### src/rtl/dmem_lsu.sv
// Load/store initiator: decodes a memory opcode, issues a single req/gnt/rvalid
// access to data memory and stalls the pipeline until it completes or times out.
module dmem_lsu #(
  parameter int AW      = 30,
  parameter int TIMEOUT = 16
) (
  input  logic          CLK,
  input  logic          RST,
  input  logic [31:0]   Ins,
  input  logic [31:0]   Result,
  input  logic [31:0]   Rdata2,
  output logic          Stall,
  output logic [31:0]   Wdata,
  output logic          Misalign,
  output logic          BusErr,
  output logic          mem_req,
  output logic          mem_we,
  output logic [AW-1:0] mem_addr,
  output logic [3:0]    mem_be,
  output logic [31:0]   mem_wdata,
  input  logic          mem_gnt,
  input  logic          mem_rvalid,
  input  logic [31:0]   mem_rdata
);

  localparam logic [5:0] OP_LB  = 6'h20;
  localparam logic [5:0] OP_LH  = 6'h21;
  localparam logic [5:0] OP_LW  = 6'h23;
  localparam logic [5:0] OP_LBU = 6'h24;
  localparam logic [5:0] OP_LHU = 6'h25;
  localparam logic [5:0] OP_SB  = 6'h28;
  localparam logic [5:0] OP_SH  = 6'h29;
  localparam logic [5:0] OP_SW  = 6'h2B;

  localparam int            CW       = $clog2(TIMEOUT) + 1;
  localparam logic [CW-1:0] CNT_LAST = CW'(TIMEOUT - 1);

  typedef enum logic [1:0] {IDLE, REQ, WAIT, DONE} state_t;

  state_t          state_q;
  logic [5:0]      op_q;
  logic            ldOp_q;
  logic [1:0]      byteOff_q;
  logic [31:0]     loadData_q;
  logic [CW-1:0]   cnt_q;
  logic            misalign_q;
  logic            busErr_q;
  logic            memReq_q;
  logic            memWe_q;
  logic [AW-1:0]   memAddr_q;
  logic [3:0]      memBe_q;
  logic [31:0]     memWdata_q;

  logic [5:0]  op;
  logic        isLoad;
  logic        isStore;
  logic        isMem;
  logic        isAligned;
  logic [3:0]  beD;
  logic [31:0] wdataD;
  logic        unusedInsBits;

  assign unusedInsBits = ^Ins[25:0];

  always_comb begin
    op        = Ins[31:26];
    isLoad    = op inside {OP_LB, OP_LH, OP_LW, OP_LBU, OP_LHU};
    isStore   = op inside {OP_SB, OP_SH, OP_SW};
    isMem     = isLoad | isStore;
    isAligned = 1'b1;
    beD       = 4'b0000;
    wdataD    = 32'h0;
    case (op)
      OP_LB, OP_LBU, OP_SB: begin
        beD    = 4'b0001 << Result[1:0];
        wdataD = {4{Rdata2[7:0]}};
      end
      OP_LH, OP_LHU, OP_SH: begin
        beD       = Result[1] ? 4'b1100 : 4'b0011;
        wdataD    = {2{Rdata2[15:0]}};
        isAligned = ~Result[0];
      end
      OP_LW, OP_SW: begin
        beD       = 4'b1111;
        wdataD    = Rdata2;
        isAligned = (Result[1:0] == 2'b00);
      end
      default: ;
    endcase
  end

  // Picks the addressed lane out of the returned word and sign/zero extends it.
  function automatic logic [31:0] extendLoad(input logic [5:0] opx, input logic [1:0] off,
                                             input logic [31:0] word);
    logic [7:0]  b;
    logic [15:0] h;
    b = word[{off, 3'b000} +: 8];
    h = off[1] ? word[31:16] : word[15:0];
    case (opx)
      OP_LB:   return {{24{b[7]}}, b};
      OP_LBU:  return {24'h0, b};
      OP_LH:   return {{16{h[15]}}, h};
      OP_LHU:  return {16'h0, h};
      default: return word;
    endcase
  endfunction

  always_ff @(posedge CLK) begin
    if (!RST) begin
      state_q    <= IDLE;
      op_q       <= 6'h0;
      ldOp_q     <= 1'b0;
      byteOff_q  <= 2'b00;
      loadData_q <= 32'h0;
      cnt_q      <= '0;
      misalign_q <= 1'b0;
      busErr_q   <= 1'b0;
      memReq_q   <= 1'b0;
      memWe_q    <= 1'b0;
      memAddr_q  <= '0;
      memBe_q    <= 4'b0000;
      memWdata_q <= 32'h0;
    end else begin
      misalign_q <= 1'b0;
      busErr_q   <= 1'b0;
      case (state_q)
        IDLE: begin
          if (isMem) begin
            op_q      <= op;
            ldOp_q    <= isLoad;
            byteOff_q <= Result[1:0];
            if (!isAligned) begin
              misalign_q <= 1'b1;
              loadData_q <= 32'h0;
              state_q    <= DONE;
            end else begin
              memReq_q   <= 1'b1;
              memWe_q    <= isStore;
              memAddr_q  <= Result[AW+1:2];
              memBe_q    <= beD;
              memWdata_q <= isStore ? wdataD : 32'h0;
              cnt_q      <= '0;
              state_q    <= REQ;
            end
          end
        end
        REQ: begin
          if (mem_gnt) begin
            memReq_q <= 1'b0;
            memWe_q  <= 1'b0;
            cnt_q    <= '0;
            if (!ldOp_q) begin
              state_q <= DONE;
            end else if (mem_rvalid) begin
              loadData_q <= extendLoad(op_q, byteOff_q, mem_rdata);
              state_q    <= DONE;
            end else begin
              state_q <= WAIT;
            end
          end else if (cnt_q == CNT_LAST) begin
            memReq_q   <= 1'b0;
            memWe_q    <= 1'b0;
            busErr_q   <= 1'b1;
            loadData_q <= 32'h0;
            state_q    <= DONE;
          end else begin
            cnt_q <= cnt_q + 1'b1;
          end
        end
        WAIT: begin
          if (mem_rvalid) begin
            loadData_q <= extendLoad(op_q, byteOff_q, mem_rdata);
            state_q    <= DONE;
          end else if (cnt_q == CNT_LAST) begin
            busErr_q   <= 1'b1;
            loadData_q <= 32'h0;
            state_q    <= DONE;
          end else begin
            cnt_q <= cnt_q + 1'b1;
          end
        end
        DONE: state_q <= IDLE;
        default: state_q <= IDLE;
      endcase
    end
  end

  // Stall is released in DONE so the pipeline advances exactly once per access.
  assign Stall = RST & (((state_q == IDLE) & isMem) | (state_q == REQ) | (state_q == WAIT));
  assign Wdata = ((state_q == DONE) && ldOp_q) ? loadData_q : Result;

  assign Misalign  = misalign_q;
  assign BusErr    = busErr_q;
  assign mem_req   = memReq_q;
  assign mem_we    = memWe_q;
  assign mem_addr  = memAddr_q;
  assign mem_be    = memBe_q;
  assign mem_wdata = memWdata_q;

endmodule

### config.mk
export PLATFORM = sky130hd
export DESIGN_NAME = dmem_lsu
export DESIGN_NICKNAME = d
export VERILOG_FILES = /design/src/rtl/dmem_lsu.sv
export SDC_FILE = /design/constraint.sdc
export NUM_CORES = 1
export LEC_CHECK = 0
export BUFFER_PORTS_ARGS = -buffer_cell sky130_fd_sc_hd__buf_2
export CAP_MARGIN = 40
export CORE_MARGIN = 5
export CORE_UTILIZATION = 50
export CTS_BUF_LIST = sky130_fd_sc_hd__clkbuf_4
export DETAILED_ROUTE_END_ITERATION = 12
export HOLD_SLACK_MARGIN = 0.05
export PLACE_DENSITY = 0.89
export SLEW_MARGIN = 25
export SYNTH_ARGS = -nofsm -noshare
export SYNTH_HDL_FRONTEND = slang
export SYNTH_SLANG_ARGS = --single-unit
### constraint.sdc
create_clock -name CLK -period 2.4 [get_ports CLK]
set_input_delay 0.12 -clock CLK [delete_from_list [all_inputs] [get_ports CLK]]
set_output_delay 0.12 -clock CLK [all_outputs]
set_load 0.02 [all_outputs]
==> metrics.cfg, run 1 <==
[logic_synthesis]
synth_cell_type_count = 53
synth_top_family_by_area = compound AO/OA/AOI/OAI gates
synth.area.mux_share_pct = 9.71
synth.ff_latch_count = 118
dominantRegCellSynth = dfxtp_1
syn-num-nets = 821
yosysWarnings = 0
synth_area_per_cell_sq_um = 8.47
syn_area_sq_um = 5790
synth_edf_count = 0
synth_xor_area_share_pct = 0
synth_compound_area_share_pct = 24.8
postSynthCellCount = 683
yosys.area_share.simple_pct = 18.4
synthArstFlopShare_pct = 0
synth_fa_ha_area_share_pct = 1.30
ys_seq_area_share_pct = 40.8

[sta]
slew_violations = 0
fmax_mhz = 444
clock_skew_ns = 0.0199
slew_headroom_pct = 47.1
timing.final.crit_period_ns = 2.25
finalHoldViolations = 0
fin_tns_setup_ns = 0
finalCritPeriodShare_pct = 93.8
setup_viol = 0
worstMarginPinSlew_ns = 0.793
setup_slack_ns = 0.150
rsz0062_at_grt = false

[routing]
drc = 0
drt_iter0_markers = 915
avgRoutedWirePerCell_um = 19.2
ant_nets = 0
vias = 6809
vias_per_cell = 5.96
wirelength_mm = 21.9
drtPass1Iterations = 6

[finish]
nets = 1123
final_common_cell = buf_2
drive_gt1_share_pct = 31.9
regArea_sq_um = 2360
syn2layout_area_growth_pct = 43.9
final_cell_mix = buf_2, nand2_1, dfxtp_1
fin_area_sq_um = 8320
fillers = 747
multi_input_area_sq_um = 3160
instances_no_fill = 1143

[place]
port_buffers = 208
globalplace.congestion = 0.887
placed_cell_area_sq_um = 6930
dpl.hpwl_mm = 12.6
dp.cells = 1001
place_ws_ns = 0.249

[global_route]
grt_pass1_wl_mm = 34.4
globalRouteOverflowTotal = 0
grt.total_usage_pct = 30.2
antenna_found_initial = 2
grt_max_degree = 35
grt_pass1_vias = 6816

[die]
num_rows = 39
dieArea_sq_um = 13800
core-area_sq_um = 11400
initial_core_util_pct = 50.9
die_x_um = 118
io_pins = 235
dieHeight_um = 118

[clocking]
cts_max_level = 4
numCtsBuffers = 17
cts_tree = done
clk_pin_slew_ns = 0.10
cts_sinks = 118
clock_tree.root_cell = clkbuf_4
post_cts_buffers = 0
clk_latency_ns = 0.53
clock_path_buffers = 2

[critical_path]
cp-end-kind = output port
required_ns = 2.28
cp_max_fo = 32
crit_path_start_kind = register
crit_type = register to output port
worstPathArrival_ns = 2.13

[pwr]
pwr-share-seq_pct = 40.9
ir_drop_v = 0.000396
power.leakage_uw = 0.00376
pwr-share-clk_pct = 31.3
p_sw_share_pct = 32.8
p_per_area_nw_per_um2 = 613
p_comb_share_pct = 27.8
p_switching_uw = 1670
internal_power_uw = 3430

[min_path]
min_path_type = input port to register

[job]
maxCapViolCount = 0

[run_status]
status = finished clean

cell families after synthesis:
| logic type | after synthesis |
|---|---|
| simple gates | 242 |
| compound gates | 204 |
| flops | 118 |
| buf+inv | 62 |
| mux | 51 |
| fa+ha+maj | 6 |
state kept, by name, summed over array words and instances, names as in the netlist:
name / flops
mem_we: 1
Misalign: 1
state_q: 2
ldOp_q: 1
loadData_q: 32
cnt_q: 5
mem_be: 4
mem_req: 1
op_q: 6
mem_addr: 30
BusErr: 1
byteOff_q: 2
mem_wdata: 32
power by group through the flow:
stage / sequential, uW / combinational (uW) / clock, uW
2_1_floorplan: 2160 / 796 / 0
5_1_grt: 2100 / 1520 / 1690
3_5_place_dp: 2130 / 1200 / 0
3_3_place_gp: 2120 / 1180 / 0
4_1_cts: 2080 / 1350 / 1590
6_report: 2090 / 1420 / 1600
final timing paths:
path,startpoint,to,slack (ns),cells after the start
min,mem_rvalid,cnt_q[4],0.11,5
min reg2reg,cnt_q[4],cnt_q[4],0.45,2
max reg2reg,state_q[1],loadData_q[0],0.26,8
max,state_q[1],Wdata[15],0.15,5
critical path: stages (launching register included):
cell	delay, ns
dfxtp_1	0.37
ha_1	0.19
nand2_1	0.06
buf_4	0.39
mux2_2	0.41
buf_2	0.17
metal layers:
metal	vias to the layer above	GRT usage, %	share of wire, %
met4	0	18.8	6.0
met1	3096	33.6	36
li1	3060	-	-
met2	511	51.7	49
met5	-	0	0
met3	142	7.11	8.7
repair_timing:
item                       CTS  global route
setup endpoints to repair    0             6
resized for setup            0             1
hold endpoints to repair   113             0
hold buffers               108             0
cell usage after synthesis (2+ instances only):
cell         n  area, sq um
nand2_1    151          567
dfxtp_1    118         2360
a22o_1      65          569
a21oi_1     61          305
mux2_2      41          462
nand3_1     27          135
clkbuf_1    26         97.6
o21ai_0     23          115
buf_2       21          105
nor2_1      20         75.1
a22oi_1     16          120
mux2i_1     10          100
nand2_2     10         62.6
inv_1        9         33.8
o2bb2ai_1    9         78.8
and3_1       6         37.5
ha_1         6         75.1
nand2b_1     6         37.5
nor2b_1      6         37.5
nor3_1       6         30.0
a211oi_1     3         22.5
buf_1        3         11.3
o22ai_1      3         18.8
a21o_1       2         15.0
a21oi_2      2         17.5
a41oi_1      2         17.5
buf_6        2         22.5
o211ai_1     2         15.0
o21ai_1      2         10.0
o21bai_1     2         15.0
per-stage QoR:
stage | hold WS (ns) | power (uW) | util (%)
after detailed placement | 0.375 | 3330 | 61.0
final | 0.114 | 5100 | 73.2
after CTS | 0.0836 | 5020 | 73.1
after floorplan | 0.256 | 2960 | -
after global routing | 0.139 | 5300 | 73.2
after global placement | 0.369 | 3310 | 61.0
layout make-up:
type	instances	share of cell area, %
Tap cell	143	2.15
Sequential cell	118	28.4
Timing Repair Buffer	336	27.4
Inverter	9	0.406
Clock inverter	13	1.94
Antenna cell	2	0.0601
Multi-Input combinational cell	503	37.9
Clock buffer	19	1.71
Note: power is estimated with default switching activity, not from simulation.
==> run 2: changes to the inputs <==
--- a/config.mk
+++ b/config.mk
@@ -5,14 +5,14 @@
 export SDC_FILE = /design/constraint.sdc
 export NUM_CORES = 1
 export LEC_CHECK = 0
-export BUFFER_PORTS_ARGS = -buffer_cell sky130_fd_sc_hd__buf_2
 export CAP_MARGIN = 40
 export CORE_MARGIN = 5
 export CORE_UTILIZATION = 50
 export CTS_BUF_LIST = sky130_fd_sc_hd__clkbuf_4
 export DETAILED_ROUTE_END_ITERATION = 12
+export DONT_BUFFER_PORTS = 1
 export HOLD_SLACK_MARGIN = 0.05
-export PLACE_DENSITY = 0.89
+export PLACE_DENSITY = 0.75
 export SLEW_MARGIN = 25
 export SYNTH_ARGS = -nofsm -noshare
 export SYNTH_HDL_FRONTEND = slang
==> constraint.sdc (replaced) <==
create_clock -name CLK -period 1.9 [get_ports CLK]
set_input_delay 0.095 -clock CLK [delete_from_list [all_inputs] [get_ports CLK]]
set_output_delay 0.095 -clock CLK [all_outputs]
set_load 0.02 [all_outputs]
==> run 2 against run 1 <==
Against the previous run:
- die area is the same
- routed wire length shrank 4.7%
- hold slack lost 0.0064 ns
- utilization shrank 5.7 points
- the flow now finishes with violations (setup timing)
- largest power group unchanged
- total power grew 26%
- count of clock-buffer cells in the layout shrank 2
- register-to-register slack lost 0.22 ns
- final area shrank 7.8%
- critical endpoint unchanged
- critical path depth grew 1
==> metrics.cfg, run 2 (synthesized netlist as in run 1, its figures left out) <==
[place]
dpl.hpwl_mm = 12.4  ; was 12.6 mm
port_buffers = 0  ; was 208
dp.cells = 804  ; was 1,001
globalplace.congestion = 0.928  ; was 0.887
placed_cell_area_sq_um = 6010  ; was 6930 sq um
place_ws_ns = -0.0280  ; was 0.249 ns

[critical_path]
worstPathArrival_ns = 1.88  ; was 2.13 ns
required_ns = 1.80  ; was 2.28 ns
crit_type = register to output port  ; unchanged
crit_path_start_kind = register  ; unchanged
r2r_cells = 8  ; unchanged
crit-reg2reg-launch = state_q[1]  ; unchanged
rrSetupSlack_ns = 0.04  ; was 0.26 ns
rr_endpoint = loadData_q[9]  ; was loadData_q[0]
cp_max_fo = 8  ; was 32
cp-end-kind = output port  ; unchanged

[pwr]
power.leakage_uw = 0.00313  ; was 0.00376 uW
p_sw_share_pct = 33.3  ; was 32.8%
p_switching_uw = 2140  ; was 1670 uW
p_comb_share_pct = 29.4  ; was 27.8%
pwr-share-clk_pct = 28.3  ; was 31.3%
ir_drop_v = 0.000507  ; was 0.000396 V
p_per_area_nw_per_um2 = 837  ; was 613 nW/um^2
pwr-share-seq_pct = 42.3  ; was 40.9%
internal_power_uw = 4290  ; was 3430 uW

[finish]
fin_area_sq_um = 7680  ; was 8320 sq um
drive_gt1_share_pct = 18.0  ; was 31.9%
fillers = 810  ; was 747
final_common_cell = nand2_1  ; was buf_2
instances_no_fill = 951  ; was 1,143
syn2layout_area_growth_pct = 32.7  ; was 43.9%
nets = 933  ; was 1,123
final_cell_mix = nand2_1, dfxtp_1, dlygate4sd3_1  ; was buf_2, nand2_1, dfxtp_1

[sta]
setup_viol = 25  ; was 0
slew_violations = 0  ; unchanged
finalHoldViolations = 0  ; unchanged
clock_skew_ns = 0.0121  ; was 0.0199 ns
timing.final.crit_period_ns = 1.97
slew_headroom_pct = 51.0  ; was 47.1%
finalCritPeriodShare_pct = 104
setup_slack_ns = -0.0735  ; was 0.150 ns
worstMarginPinSlew_ns = 0.734  ; was 0.793 ns
rsz0062_at_grt = true  ; was false
fmax_mhz = 507

[routing]
avgRoutedWirePerCell_um = 22.0  ; was 19.2 um
vias = 6029  ; was 6,809
ant_nets = 0  ; unchanged
drtPass1Iterations = 6  ; unchanged
wirelength_mm = 20.9  ; was 21.9 mm
vias_per_cell = 6.34  ; was 5.96
drt_iter0_markers = 767  ; was 915
drc = 0  ; unchanged

[min_path]
hold-path-cell-count = 4  ; was 5
min_path_type = input port to register  ; unchanged
hp-start = mem_rdata[7]  ; was mem_rvalid
hold_end = loadData_q[8]  ; was cnt_q[4]

[global_route]
busiest_layer = met2  ; unchanged
antenna_found_initial = 2  ; unchanged
grt.total_usage_pct = 29.5  ; was 30.2%
grt_use_met3_pct = 8.79  ; was 7.11%
grt_max_degree = 36  ; was 35
use_met1_pct = 34.5  ; was 33.6%
grt_pass1_wl_mm = 33.2  ; was 34.4 mm
met2_usage_pct = 49.1  ; was 51.7%
grt_pass1_vias = 6029  ; was 6,816
globalRouteOverflowTotal = 0  ; unchanged

[die]
dieHeight_um = 118  ; unchanged
io_pins = 235  ; unchanged
core-area_sq_um = 11400  ; unchanged
die_x_um = 118  ; unchanged
initial_core_util_pct = 50.9  ; unchanged
num_rows = 39  ; unchanged
dieArea_sq_um = 13800  ; unchanged

[clocking]
cts_sinks = 118  ; unchanged
clock_path_buffers = 2  ; unchanged
numCtsBuffers = 17  ; unchanged
clk_pin_slew_ns = 0.11  ; was 0.10 ns
clk_latency_ns = 0.54  ; was 0.53 ns
cts_tree = done  ; unchanged
clock_tree.root_cell = clkbuf_4  ; unchanged
cts_max_level = 4  ; unchanged

[run_status]
status = finished with violations  ; was finished clean
violations = setup timing

[job]
maxCapViolCount = 0  ; unchanged

[run 2: how the worst max path moves through the flow]
stage	endpoint	slack (ns)	startpoint
6_report	Wdata[15]	-0.07	state_q[1]
4_1_cts	Wdata[3]	-0.11	state_q[1]
3_5_place_dp	cnt_q[0]	-0.03	state_q[0]
2_1_floorplan	loadData_q[22]	0.003	op_q[4]
5_1_grt	Stall	-0.14	state_q[1]
3_3_place_gp	cnt_q[0]	0.03	state_q[0]
[run 2: layout make-up]
type	count	area (sq um)	share of cell area, %
multi-input cells	503	3330	43.4
flip-flops and latches	118	2370	30.9
repair buffers	146	1490	19.4
well taps	143	179	2.33
clock inverters	13	140	1.83
clock buffers	17	128	1.66
inverters	9	33.8	0.440
diodes	2	5.00	0.0652
[run 2: through the flow]
stage                     TNS [ns]  util, %  hold slack [ns]  power [uW]
after global placement           0     52.9            0.225        4050
final                        -1.51     67.5            0.107        6420
after CTS                    -3.10     67.1           0.0567        6250
after global routing         -4.34     67.5            0.100        6730
after floorplan                  0        -            0.231        3740
after detailed placement   -0.0427     52.9            0.234        4110
[run 2: what timing repair did]
item,CTS,global route
endpoints found under the setup margin,70,72
buffers inserted,3,5
endpoints found under the hold margin,118,0
pin swaps,1,3
hold buffers,105,0
gates cloned,3,0
resized for setup,47,13
[run 2: worst max-delay path, stage by stage, from the launching register on]
cell	delay, ns
dfxtp_2	0.35
buf_6	0.12
ha_4	0.15
nand2_4	0.08
buf_12	0.13
buf_16	0.15
mux2_4	0.35
[run 2: power groups by stage]
stage | Combinational [uW] | Sequential, uW | Clock [uW]
3_5_place_dp | 1360 | 2760 | 0
4_1_cts | 1700 | 2710 | 1840
5_1_grt | 2020 | 2730 | 1970
3_3_place_gp | 1300 | 2750 | 0
2_1_floorplan | 1010 | 2730 | 0
6_report | 1890 | 2720 | 1820
[run 2: routing by layer]
layer,up-vias,wire length (um)
met5,-,0
met4,0,834
met3,75,2010
met2,427,10300
met1,2847,7790
li1,2680,-
==> run 3: changes to the inputs <==
--- a/config.mk
+++ b/config.mk
@@ -12,7 +12,7 @@
 export DETAILED_ROUTE_END_ITERATION = 12
 export DONT_BUFFER_PORTS = 1
 export HOLD_SLACK_MARGIN = 0.05
-export PLACE_DENSITY = 0.75
+export PLACE_DENSITY = 0.67
 export SLEW_MARGIN = 25
 export SYNTH_ARGS = -nofsm -noshare
 export SYNTH_HDL_FRONTEND = slang
==> run 3 against run 2 <==
Against the previous run:
- critical endpoint is now Wdata[23]
- critical path depth down 1
- total power down 6.7%
- sequential power about the same
- die area unchanged
- the flow now finishes without violations
==> metrics.cfg, run 3 (synthesized netlist as in run 1, its figures left out) <==
[run_status]
status = finished clean  ; was finished with violations

[die]
die_x_um = 118  ; unchanged
dieArea_sq_um = 13800  ; unchanged
core-area_sq_um = 11400  ; unchanged
initial_core_util_pct = 50.9  ; unchanged
dieHeight_um = 118  ; unchanged
num_rows = 39  ; unchanged
io_pins = 235  ; unchanged

[critical_path]
crit_type = register to output port  ; unchanged
crit-reg2reg-launch = op_q[1]  ; was state_q[1]
cp-end-kind = output port  ; unchanged
cp_max_fo = 8  ; unchanged
worstPathArrival_ns = 1.77  ; was 1.88 ns
crit_path_start_kind = register  ; unchanged
critPathLaunch = state_q[1]  ; unchanged
required_ns = 1.80  ; about the same

[sta]
worstMarginPinSlew_ns = 0.672  ; was 0.734 ns
clock_skew_ns = 0.0133  ; was 0.0121 ns
slew_violations = 0  ; unchanged
setup_viol = 0  ; was 25
slew_headroom_pct = 55.2  ; was 51.0%
fmax_mhz = 536  ; was 507 MHz
rsz0062_at_grt = true  ; unchanged
timing.final.crit_period_ns = 1.87  ; was 1.97 ns
finalCritPeriodShare_pct = 98.2  ; was 104%
finalHoldViolations = 0  ; unchanged
setup_slack_ns = 0.0337  ; was -0.0735 ns

[place]
dpl.hpwl_mm = 12.2  ; was 12.4 mm
port_buffers = 0  ; unchanged
globalplace.congestion = 0.900  ; was 0.928
place_ws_ns = -0.0240  ; was -0.0280 ns

[global_route]
grt_pass1_vias = 5877  ; was 6,029
globalRouteOverflowTotal = 0  ; unchanged
grt_pass1_wl_mm = 32.1  ; was 33.2 mm
grt.total_usage_pct = 28.1  ; was 29.5%
antenna_found_initial = 1  ; was 2
grt_max_degree = 36  ; unchanged

[routing]
vias = 5853  ; was 6,029
drt_iter0_markers = 542  ; was 767
drtPass1Iterations = 5  ; was 6
ant_nets = 0  ; unchanged
vias_per_cell = 6.17  ; was 6.34
wirelength_mm = 19.7  ; was 20.9 mm
drc = 0  ; unchanged
avgRoutedWirePerCell_um = 20.8  ; was 22.0 um

[pwr]
p_per_area_nw_per_um2 = 793  ; was 837 nW/um^2
ir_drop_v = 0.000411  ; was 0.000507 V
pwr-share-seq_pct = 45.3  ; was 42.3%
p_sw_share_pct = 35.0  ; was 33.3%
pwr-share-clk_pct = 24.3  ; was 28.3%
internal_power_uw = 3890  ; was 4290 uW
power.leakage_uw = 0.00302  ; was 0.00313 uW
p_switching_uw = 2100  ; was 2140 uW
p_comb_share_pct = 30.4  ; was 29.4%

[clocking]
clk_latency_ns = 0.51  ; was 0.54 ns
cts_sinks = 118  ; unchanged
numCtsBuffers = 17  ; unchanged
cts_max_level = 4  ; unchanged
clk_pin_slew_ns = 0.10  ; was 0.11 ns
cts_tree = done  ; unchanged
clock_path_buffers = 2  ; unchanged
clock_tree.root_cell = clkbuf_4  ; unchanged

[min_path]
hp-start = Ins[26]  ; was mem_rdata[7]
min_path_type = input port to register  ; unchanged

[finish]
syn2layout_area_growth_pct = 30.6  ; was 32.7%
drive_gt1_share_pct = 18.3  ; was 18.0%
finalCoreUtilization_pct = 66.5  ; was 67.5%
final_cell_mix = nand2_1, dfxtp_1, dlygate4sd3_1  ; unchanged
final_common_cell = nand2_1  ; unchanged
fillers = 864  ; was 810
nets = 930  ; was 933

[job]
maxCapViolCount = 0  ; unchanged

run 3: cell types whose count changed in the layout (fill, tap and decap cells not counted), moves of 3 or more:
cell | before | now
mux2_2 | 9 | 17
clkinv_2 | 4 | 7
mux2_4 | 32 | 24
bufinv_16 | 3 | 0
run 3: final timing paths:
| kind | endpoint | slack, ns | depth (start not counted) |
|---|---|---|---|
| worst max-delay path | Wdata[23] | 0.03 | 5 |
| worst max register to register | loadData_q[4] | 0.06 | 7 |
| worst min-delay path | op_q[0] | 0.08 | 4 |
| worst min register to register | cnt_q[4] | 0.45 | 2 |
run 3: repair_timing:
action | CTS | global route
hold buffers | 104 | 0
resized for setup | 41 | 25
gates cloned | 3 | 1
endpoints found under the hold margin | 116 | 0
buffers inserted | 3 | 1
pin swaps | 2 | 4
endpoints found under the setup margin | 44 | 109
run 3: area by class of cell:
| class | count | area (sq um) | share of cell area (%) |
|---|---|---|---|
| multi-input combinational | 504 | 3340 | 44.2 |
| timing repair buffer | 142 | 1420 | 18.8 |
| inverter | 9 | 33.8 | 0.447 |
| clock inverter | 12 | 65.1 | 0.861 |
| antenna | 2 | 5.00 | 0.0662 |
| clock buffer | 19 | 143 | 1.89 |
| sequential | 118 | 2370 | 31.4 |
| tap | 143 | 179 | 2.37 |
run 3: power by group through the flow:
stage	clock network (uW)	registers, uW	logic, uW
2_1_floorplan	0	2730	1010
3_3_place_gp	0	2750	1340
3_5_place_dp	0	2750	1390
4_1_cts	1480	2710	1680
5_1_grt	1620	2730	1980
6_report	1460	2710	1820
run 3: metrics by stage:
stage / setup TNS (ns) / std cells / power (uW) / instance area, sq um / hold slack, ns
finish: 0 / 949 / 5990 / 7560 / 0.0772
global route: -0.629 / 948 / 6320 / 7550 / 0.0870
CTS: -0.935 / 948 / 5870 / 7540 / 0.0538
detailed placement: -0.0240 / 807 / 4140 / 6030 / 0.229
global placement: 0 / 807 / 4090 / 6030 / 0.226
floorplan: 0 / 683 / 3740 / 5790 / 0.231
run 3: metal layers:
metal / up-vias / wire length [um] / track usage, %
met5: - / 0 / 0
li1: 2681 / - / -
met4: 0 / 688 / 10.9
met2: 319 / 9410 / 45.9
met1: 2787 / 7920 / 33.9
met3: 66 / 1710 / 9.66
run 3: critical path: stages (launching register included):
cell,delay (ns)
dfxtp_2,0.33
buf_6,0.12
ha_4,0.17
nand2_8,0.09
buf_12,0.15
mux2_2,0.40
